`src/rtl/accum_pkg.sv`:
```
// Shared types and constants for the burst accumulator scheduler.
package accum_pkg;

    typedef enum logic [1:0] {
        IDLE   = 2'd0,
        ACCUM  = 2'd1,
        RESULT = 2'd2
    } state_e;

    localparam int SUM_W    = 16;
    localparam int SAMPLE_W = 8;

    localparam logic [SUM_W-1:0] SAT_VAL = 16'hFFFF;

endpackage

```
`src/rtl/sat_accum_core.sv`:
```
// 16-bit accumulator that clamps at SAT_VAL on carry-out and keeps a sticky
// per-burst saturation flag.
module sat_accum_core
    import accum_pkg::*;
(
    input  logic                clk,
    input  logic                rst,
    input  logic                clear_i,
    input  logic                add_en_i,
    input  logic [SAMPLE_W-1:0] data_i,
    output logic [SUM_W-1:0]    sum_o,
    output logic                sat_o
);

    logic [SUM_W-1:0] sum_q, sum_d;
    logic             sat_q, sat_d;
    logic [SUM_W:0]   ext_sum;

    assign ext_sum = {1'b0, sum_q} + {{(SUM_W + 1 - SAMPLE_W){1'b0}}, data_i};

    always_comb begin
        sum_d = sum_q;
        sat_d = sat_q;
        if (clear_i) begin
            sum_d = '0;
            sat_d = 1'b0;
        end else if (add_en_i) begin
            // Carry out of the 17-bit add means the true sum no longer fits.
            sum_d = ext_sum[SUM_W] ? SAT_VAL : ext_sum[SUM_W-1:0];
            sat_d = sat_q | ext_sum[SUM_W];
        end
    end

    always_ff @(posedge clk) begin
        if (rst) begin
            sum_q <= '0;
            sat_q <= 1'b0;
        end else begin
            sum_q <= sum_d;
            sat_q <= sat_d;
        end
    end

    assign sum_o = sum_q;
    assign sat_o = sat_q;

endmodule

```
`src/rtl/accum_burst_scheduler.sv`:
```
// Round-robin scheduler sharing one saturating accumulator among NREQ
// streaming requesters; emits one {sum, id, count, status} result per burst.
module accum_burst_scheduler
    import accum_pkg::*;
#(
    parameter int  NREQ    = 4,
    parameter int  MAX_LEN = 255,
    localparam int IDW     = $clog2(NREQ),
    localparam int CW      = $clog2(MAX_LEN + 1)
) (
    input  logic                     clk,
    input  logic                     rst,
    input  logic [NREQ-1:0]          req_valid,
    input  logic [NREQ*SAMPLE_W-1:0] req_data,
    input  logic [NREQ-1:0]          req_last,
    output logic [NREQ-1:0]          req_ready,
    output logic                     res_valid,
    input  logic                     res_ready,
    output logic [SUM_W-1:0]         res_sum,
    output logic [IDW-1:0]           res_id,
    output logic [CW-1:0]            res_count,
    output logic                     res_sat,
    output logic                     res_trunc,
    output logic                     busy
);

    state_e         state_q, state_d;
    logic [IDW-1:0] grant_q, grant_d;
    logic [IDW-1:0] rr_q, rr_d;
    logic [CW-1:0]  count_q, count_d;
    logic           trunc_q, trunc_d;

    logic                any_valid;
    logic                xfer;
    logic                at_max;
    logic                acc_clear;
    logic                acc_add;
    logic [SAMPLE_W-1:0] grant_data;

    // First valid requester at or after ptr, wrapping; scanning downward lets
    // the closest candidate overwrite the others.
    function automatic logic [IDW-1:0] rr_pick(input logic [NREQ-1:0] v,
                                               input logic [IDW-1:0]  ptr);
        logic [IDW-1:0] win;
        int             idx;
        win = ptr;
        for (int k = NREQ - 1; k >= 0; k--) begin
            idx = (int'(ptr) + k) % NREQ;
            if (v[idx]) win = IDW'(idx);
        end
        return win;
    endfunction

    assign any_valid  = |req_valid;
    assign xfer       = (state_q == ACCUM) && req_valid[grant_q];
    assign at_max     = (count_q == CW'(MAX_LEN - 1));
    assign grant_data = req_data[SAMPLE_W*grant_q +: SAMPLE_W];

    always_comb begin
        state_d   = state_q;
        grant_d   = grant_q;
        rr_d      = rr_q;
        count_d   = count_q;
        trunc_d   = trunc_q;
        acc_clear = 1'b0;
        acc_add   = 1'b0;
        unique case (state_q)
            IDLE: begin
                if (any_valid) begin
                    grant_d   = rr_pick(req_valid, rr_q);
                    count_d   = '0;
                    trunc_d   = 1'b0;
                    acc_clear = 1'b1;
                    state_d   = ACCUM;
                end
            end
            ACCUM: begin
                if (xfer) begin
                    acc_add = 1'b1;
                    count_d = count_q + 1'b1;
                    if (req_last[grant_q]) begin
                        state_d = RESULT;
                    end else if (at_max) begin
                        trunc_d = 1'b1;
                        state_d = RESULT;
                    end
                end
            end
            RESULT: begin
                if (res_ready) begin
                    rr_d    = (grant_q == IDW'(NREQ - 1)) ? '0 : grant_q + 1'b1;
                    state_d = IDLE;
                end
            end
            default: state_d = IDLE;
        endcase
    end

    always_ff @(posedge clk) begin
        if (rst) begin
            state_q <= IDLE;
            grant_q <= '0;
            rr_q    <= '0;
            count_q <= '0;
            trunc_q <= 1'b0;
        end else begin
            state_q <= state_d;
            grant_q <= grant_d;
            rr_q    <= rr_d;
            count_q <= count_d;
            trunc_q <= trunc_d;
        end
    end

    sat_accum_core u_core (
        .clk      (clk),
        .rst      (rst),
        .clear_i  (acc_clear),
        .add_en_i (acc_add),
        .data_i   (grant_data),
        .sum_o    (res_sum),
        .sat_o    (res_sat)
    );

    // Everything below decodes registered state only.
    assign req_ready = (state_q == ACCUM) ? (NREQ'(1) << grant_q) : '0;
    assign res_valid = (state_q == RESULT);
    assign busy      = (state_q != IDLE);
    assign res_id    = grant_q;
    assign res_count = count_q;
    assign res_trunc = trunc_q;

endmodule

```
`config.mk`:
```
export PLATFORM = sky130hd
export DESIGN_NAME = accum_burst_scheduler
export DESIGN_NICKNAME = d
export VERILOG_FILES = /design/src/rtl/accum_pkg.sv /design/src/rtl/sat_accum_core.sv /design/src/rtl/accum_burst_scheduler.sv
export SDC_FILE = /design/constraint.sdc
export NUM_CORES = 1
export LEC_CHECK = 0
export BUFFER_PORTS_ARGS = -buffer_cell sky130_fd_sc_hd__clkbuf_2
export CORE_MARGIN = 2
export CORE_UTILIZATION = 45
export CTS_BUF_LIST = sky130_fd_sc_hd__clkbuf_16
export DETAILED_ROUTE_END_ITERATION = 7
export GPL_TIMING_DRIVEN = 0
export PLACE_DENSITY = 0.86
export SYNTH_ARGS = -nofsm -noshare
export SYNTH_HDL_FRONTEND = slang
export SYNTH_SLANG_ARGS = --single-unit
```
`constraint.sdc`:
```
create_clock -name clk -period 2.9 [get_ports clk]
set_clock_uncertainty 0.1 [all_clocks]
set_input_delay 0.145 -clock clk [delete_from_list [all_inputs] [get_ports clk]]
set_output_delay 0.145 -clock clk [all_outputs]
set_load 0.05 [all_outputs]
```
* Word-level counts from Yosys, hierarchy flattened
Cells that the tools add are included.
** Word-level totals
- Flip-flop bits (word level) :: 32
- Input bits :: 43
- Output and inout bits :: 34
** Operators by class
- Add/subtract/negate cells :: 6
- Order comparisons :: 5
- Eq/ne operators :: 10
- Shift operators :: 2
- Mux-type cells :: 40
- Bitwise gates (word level) :: 4
- Reduce and logical (&&, ||, !) cells :: 14
** Operator list (number)
- $shiftx A32 B6 Y8 :: 1
- $mux W2 :: 10
- $add A16 B8 Y17 :: 1
- $mux W1 :: 17
- $mux W16 :: 1
- $mux W8 :: 2
- $pmux W8 S2 :: 1
- $bmux W1 S2 :: 6
- $lt A3 B4 Y1 const B :: 3
- $add A8 B1 Y8 const B :: 1
- $eq A8 B8 Y1 const B :: 1
- $ne A2 B2 Y1 const B :: 4
- $reduce_or A2 Y1 :: 4
- $lt A2 B3 Y1 const B :: 2
- $pmux W2 S3 :: 1
- $reduce_and A5 Y1 :: 1
- $add A2 B1 Y2 const B :: 2
- $add A2 B2 Y2 const B :: 2
- $eq A2 B2 Y1 const B :: 2
- $mux W4 :: 1
- $reduce_and A2 Y1 :: 2
- $reduce_and A4 Y1 :: 1
- $reduce_bool A2 Y1 :: 2
- $reduce_or A4 Y1 :: 1
- other kinds (10) :: 12

* Longest topological paths before layout
- Word-level depth :: 10
- Gate-level depth with buffers :: 9
- Gate-level depth less buffers :: 8

* By module
A second synthesis with hierarchy kept.
** Second synthesis, totals
- Cell total of the unflattened synthesis :: 241
- Area total of the unflattened synthesis :: 2272.2 µm²
** Modules (own cells, without submodules)
- accum_burst_scheduler :: times used 1, cells an instance 126, area each 1201.2 µm², seq. area each 300.3 µm²
- sat_accum_core :: times used 1, cells an instance 115, area each 1071.0 µm², seq. area each 340.3 µm²

* Worst setup path after synthesis
OpenSTA, ideal clock, no wires.
- Path kind :: flip-flop to flip-flop
- Start point :: register grant_q[0], in the netlist res_id[0]
- End point :: register u_core.sum_q[7], in the netlist u_core.sum_o[7]
- Setup time :: 0.119 ns
- Data arrival time :: 3.301 ns
- Data required time :: 2.681 ns
- Setup slack :: -0.619 ns
- Cell stages (with the launch flop) :: 9
- Clock period less this slack :: 3.519 ns
- Cell sequence :: dfxtp_1 > buf_1 > mux4_2 > ha_1 > a2111oi_0 > a21bo_2 > nand3_1 > nand2_1 > o221a_2
** Between the ends
- Word-level cells in the longest chain between the ends :: 5
** Ends and longest elaborated chain
- start: declaration :: RTL line accum_burst_scheduler.sv:28 : logic [IDW-1:0] grant_q, grant_d;
- start signal: assignment :: RTL line accum_burst_scheduler.sv:108 : grant_q <= grant_d;
- branches (longest 5 deep; another with $add A16 B8 Y17)
- end signal: assignment :: RTL line sat_accum_core.sv:39 : sum_q <= sum_d;
- end: declaration :: RTL line sat_accum_core.sv:15 : logic [SUM_W-1:0] sum_q, sum_d;
Parallel ways; which one is timed is not known. The select of a mux whose other input is x is not followed.
A chain may end at the register's enable or synchronous reset.

* Worst setup path in the final report
- Start point :: register grant_q[0], in the netlist res_id[0]
- End point :: register u_core.sum_q[1], in the netlist u_core.sum_o[1]
The elaborated chain is that of the path after synthesis.

==> flow_metrics.py <==
metrics = {
    "cells_and_area": {
        "instances_no_fill": 374,
        "fin_nets": 377,
        "area_growth_pct": 31.6,
        "finish.utilization": 0.609,
        "n_antenna_cell": 0,
        "final_common_cell": "clkbuf_2",
        "drive_above_1_share": 0.366,
        "finalInstanceArea_mm2": 0.00284,
        "final_cell_mix": "clkbuf_2, dfxtp_1, nor2_1, nand2_1, a21oi_1",
    },
    "timing": {
        "setup_tns_ns": 0,
        "max_slew_margin": 0.691,
        "fmax_mhz": 361,
        "min_period_ns": 2.77,
        "rsz0062_at_grt": "false",
        "fin_ws_ns": 0.128,
        "slew_violations": 0,
        "worst_pin_slew_ns": 0.463,
        "finalSetupViolations": 0,
        "fin_crit_sh": 0.956,
        "hold_viol_final": 0,
    },
    "die": {
        "rows": 25,
        "dieArea_mm2": 0.00536,
        "die_x_um": 73.2,
        "start_util": 0.463,
        "die_h_um": 73.2,
        "core_mm2": 0.00466,
        "io_pins": 77,
    },
    "route": {
        "first_iter_violations": 178,
        "vias": 2206,
        "vias_per_cell": 5.90,
        "drc_errors": 0,
        "antenna_violating_nets_post_route": 0,
        "wl_per_cell_um": 15.6,
        "first_pass_iters": 4,
        "drt_wl_total_mm": 5.82,
    },
    "cts": {
        "insertion_delay_ns": 0.28,
        "clock_sinks": 32,
        "hold_buffers": 0,
        "clkSlewWorstSetupHoldPaths_ns": 0.05,
        "clockRootBuffer": "clkbuf_16",
        "clk_path_buf_depth": 2,
        "cts_tree": "built",
        "ctsHtreeMaxLevel": 2,
        "numCtsBuffers": 5,
    },
    "synth": {
        "synth_warnings": 0,
        "synth-seq-area-share": 0.297,
        "mappedNetlistArea_mm2": 0.00216,
        "synth_edf_count": 0,
        "async_flop_share": 0,
        "ys_ff_latch": 32,
        "ys.flop_type": "dfxtp_1",
        "synth_cell_type_count": 56,
        "syn_nets": 294,
        "postSynthAreaPerCell_um2": 9.14,
        "synthCells": 236,
    },
    "global_routing": {
        "grt_max_degree": 16,
        "grtUsageTotal": 0.224,
        "grt_pass1_wl_mm": 9.38,
        "grt_pass1_vias": 2066,
        "grt.overflow.total": 0,
        "antenna_found_initial": 0,
    },
    "worst_hold_path": {
        "min_delay_path_depth": 3,
        "hp-class": "input pin to register",
    },
    "flow_run": {
        "drv_cap": 0,
    },
    "critical_path": {
        "required_ns": 2.97,
        "r2r_cells": 8,
        "crit_path_start_kind": "register",
        "cp-end-kind": "register",
        "critPathMaxFanout": 5,
        "worst-setup-path-type": "register to register",
        "critPathArrivalTime_ns": 2.84,
    },
    "placement": {
        "place_inst": 365,
        "dpl_cell_area_mm2": 0.00261,
        "pre_cts_slack_ns": -0.171,
        "routabilityCongestion": 0.863,
        "hpwl_mm": 4.38,
        "port_buffers": 75,
    },
    "power_and_ir_drop": {
        "vdd_drop_max_mv": 0.263,
        "power_density_mw_per_mm2": 483,
        "leakagePower_nw": 1.23,
    },
    "status": {
        "outcome": "finished, final reports clean",
    },
}
-- what timing repair did --
item,CTS,global route
endpoints found under the setup margin,9,12
gates resized for setup,4,11
setup buffers,0,2
pin swaps,0,2
-- power by group --
group | switching (W) | internal [W]
combinational | 0.000245 | 0.000158
clock | 0.000183 | 0.000308
sequential | 0.0000224 | 0.000456
-- sequential cells by signal (all words and copies together) (netlist names) --
name and count:
state_q 2, res_id 2, u_core.sum_o 16, res_count 8, rr_q 2, res_trunc 1
u_core.sat_o 1
-- final timing paths --
check | start | end | slack [ns]
hold reg to reg | res_trunc | res_trunc | 0.38
setup / recovery | res_id[0] | u_core.sum_o[1] | 0.13
setup reg to reg | res_id[0] | u_core.sum_o[1] | 0.13
hold / removal | res_ready | rr_q[1] | 0.06
-- synthesized netlist by cell type (all sizes together) (2+ instances only) --
library cell / n / area, µm²
o21ai: 9 / 45.0
and2: 5 / 33.8
a41oi: 2 / 36.3
a311oi: 4 / 35.0
a21o: 2 / 15.0
nand3: 4 / 20.0
and4: 2 / 17.5
o221a: 4 / 45.0
a2111oi: 2 / 17.5
nor2b: 6 / 37.5
xnor2: 5 / 43.8
a21oi: 17 / 88.8
and3: 4 / 25.0
nor4: 2 / 18.8
a41o: 2 / 20.0
buf: 5 / 27.5
a31oi: 8 / 50.1
nand4: 3 / 18.8
nor3: 7 / 40.0
nand2b: 3 / 18.8
nand2: 20 / 75.1
nor2: 26 / 100
xor2: 7 / 61.3
mux4: 10 / 225
dfxtp: 32 / 641
or3: 2 / 12.5
nor3b: 2 / 15.0
inv: 6 / 22.5
clkbuf: 3 / 11.3
ha: 14 / 175
-- routing by layer --
metal	vias to the layer above	track usage	routed length (µm)
li1	1057	-	-
met1	1045	0.285	2440
met2	90	0.373	2860
met3	14	0.0511	386
met4	0	0.0720	123
met5	-	0	0
-- cells by family after synthesis --
logic type	count (synthesis)	synth area share
buffers and inverters	14	0.0284
adder cells (fa/ha/maj)	15	0.0905
XOR/XNOR	12	0.0487
multiplexers	11	0.109
flip-flops	32	0.297
AND/OR/NAND/NOR	89	0.212
AO/OA/AOI/OAI	63	0.214
-- per-stage QoR --
stage / total power, W / hold slack, ns
after CTS: 0.00135 / 0.0624
after floorplan: 0.000761 / 0.205
final: 0.00137 / 0.0643
after global placement: 0.000849 / 0.347
after detailed placement: 0.000857 / 0.352
after global routing: 0.00144 / 0.118
-- final cells by class --
| type | count | area, µm² |
|---|---|---|
| flip-flops and latches | 32 | 648 |
| repair buffers | 77 | 390 |
| clock buffers | 5 | 125 |
| well taps | 54 | 67.6 |
| plain buffers | 7 | 51.3 |
| fillers | 396 | 1820 |
| multi-input cells | 190 | 1520 |
| clock inverters | 3 | 11.3 |
| inverters | 6 | 22.5 |
-- worst max-delay path, stage by stage, from the launching register on --
cell and delay [ns]:
dfxtp_4 0.36, mux4_2 0.52, ha_2 0.22, fa_2 0.36
a211o_1 0.33, a21bo_2 0.24, nand3_2 0.14, nand2_1 0.13
o221a_2 0.26
No activity file was read; power rests on OpenSTA's default activity.
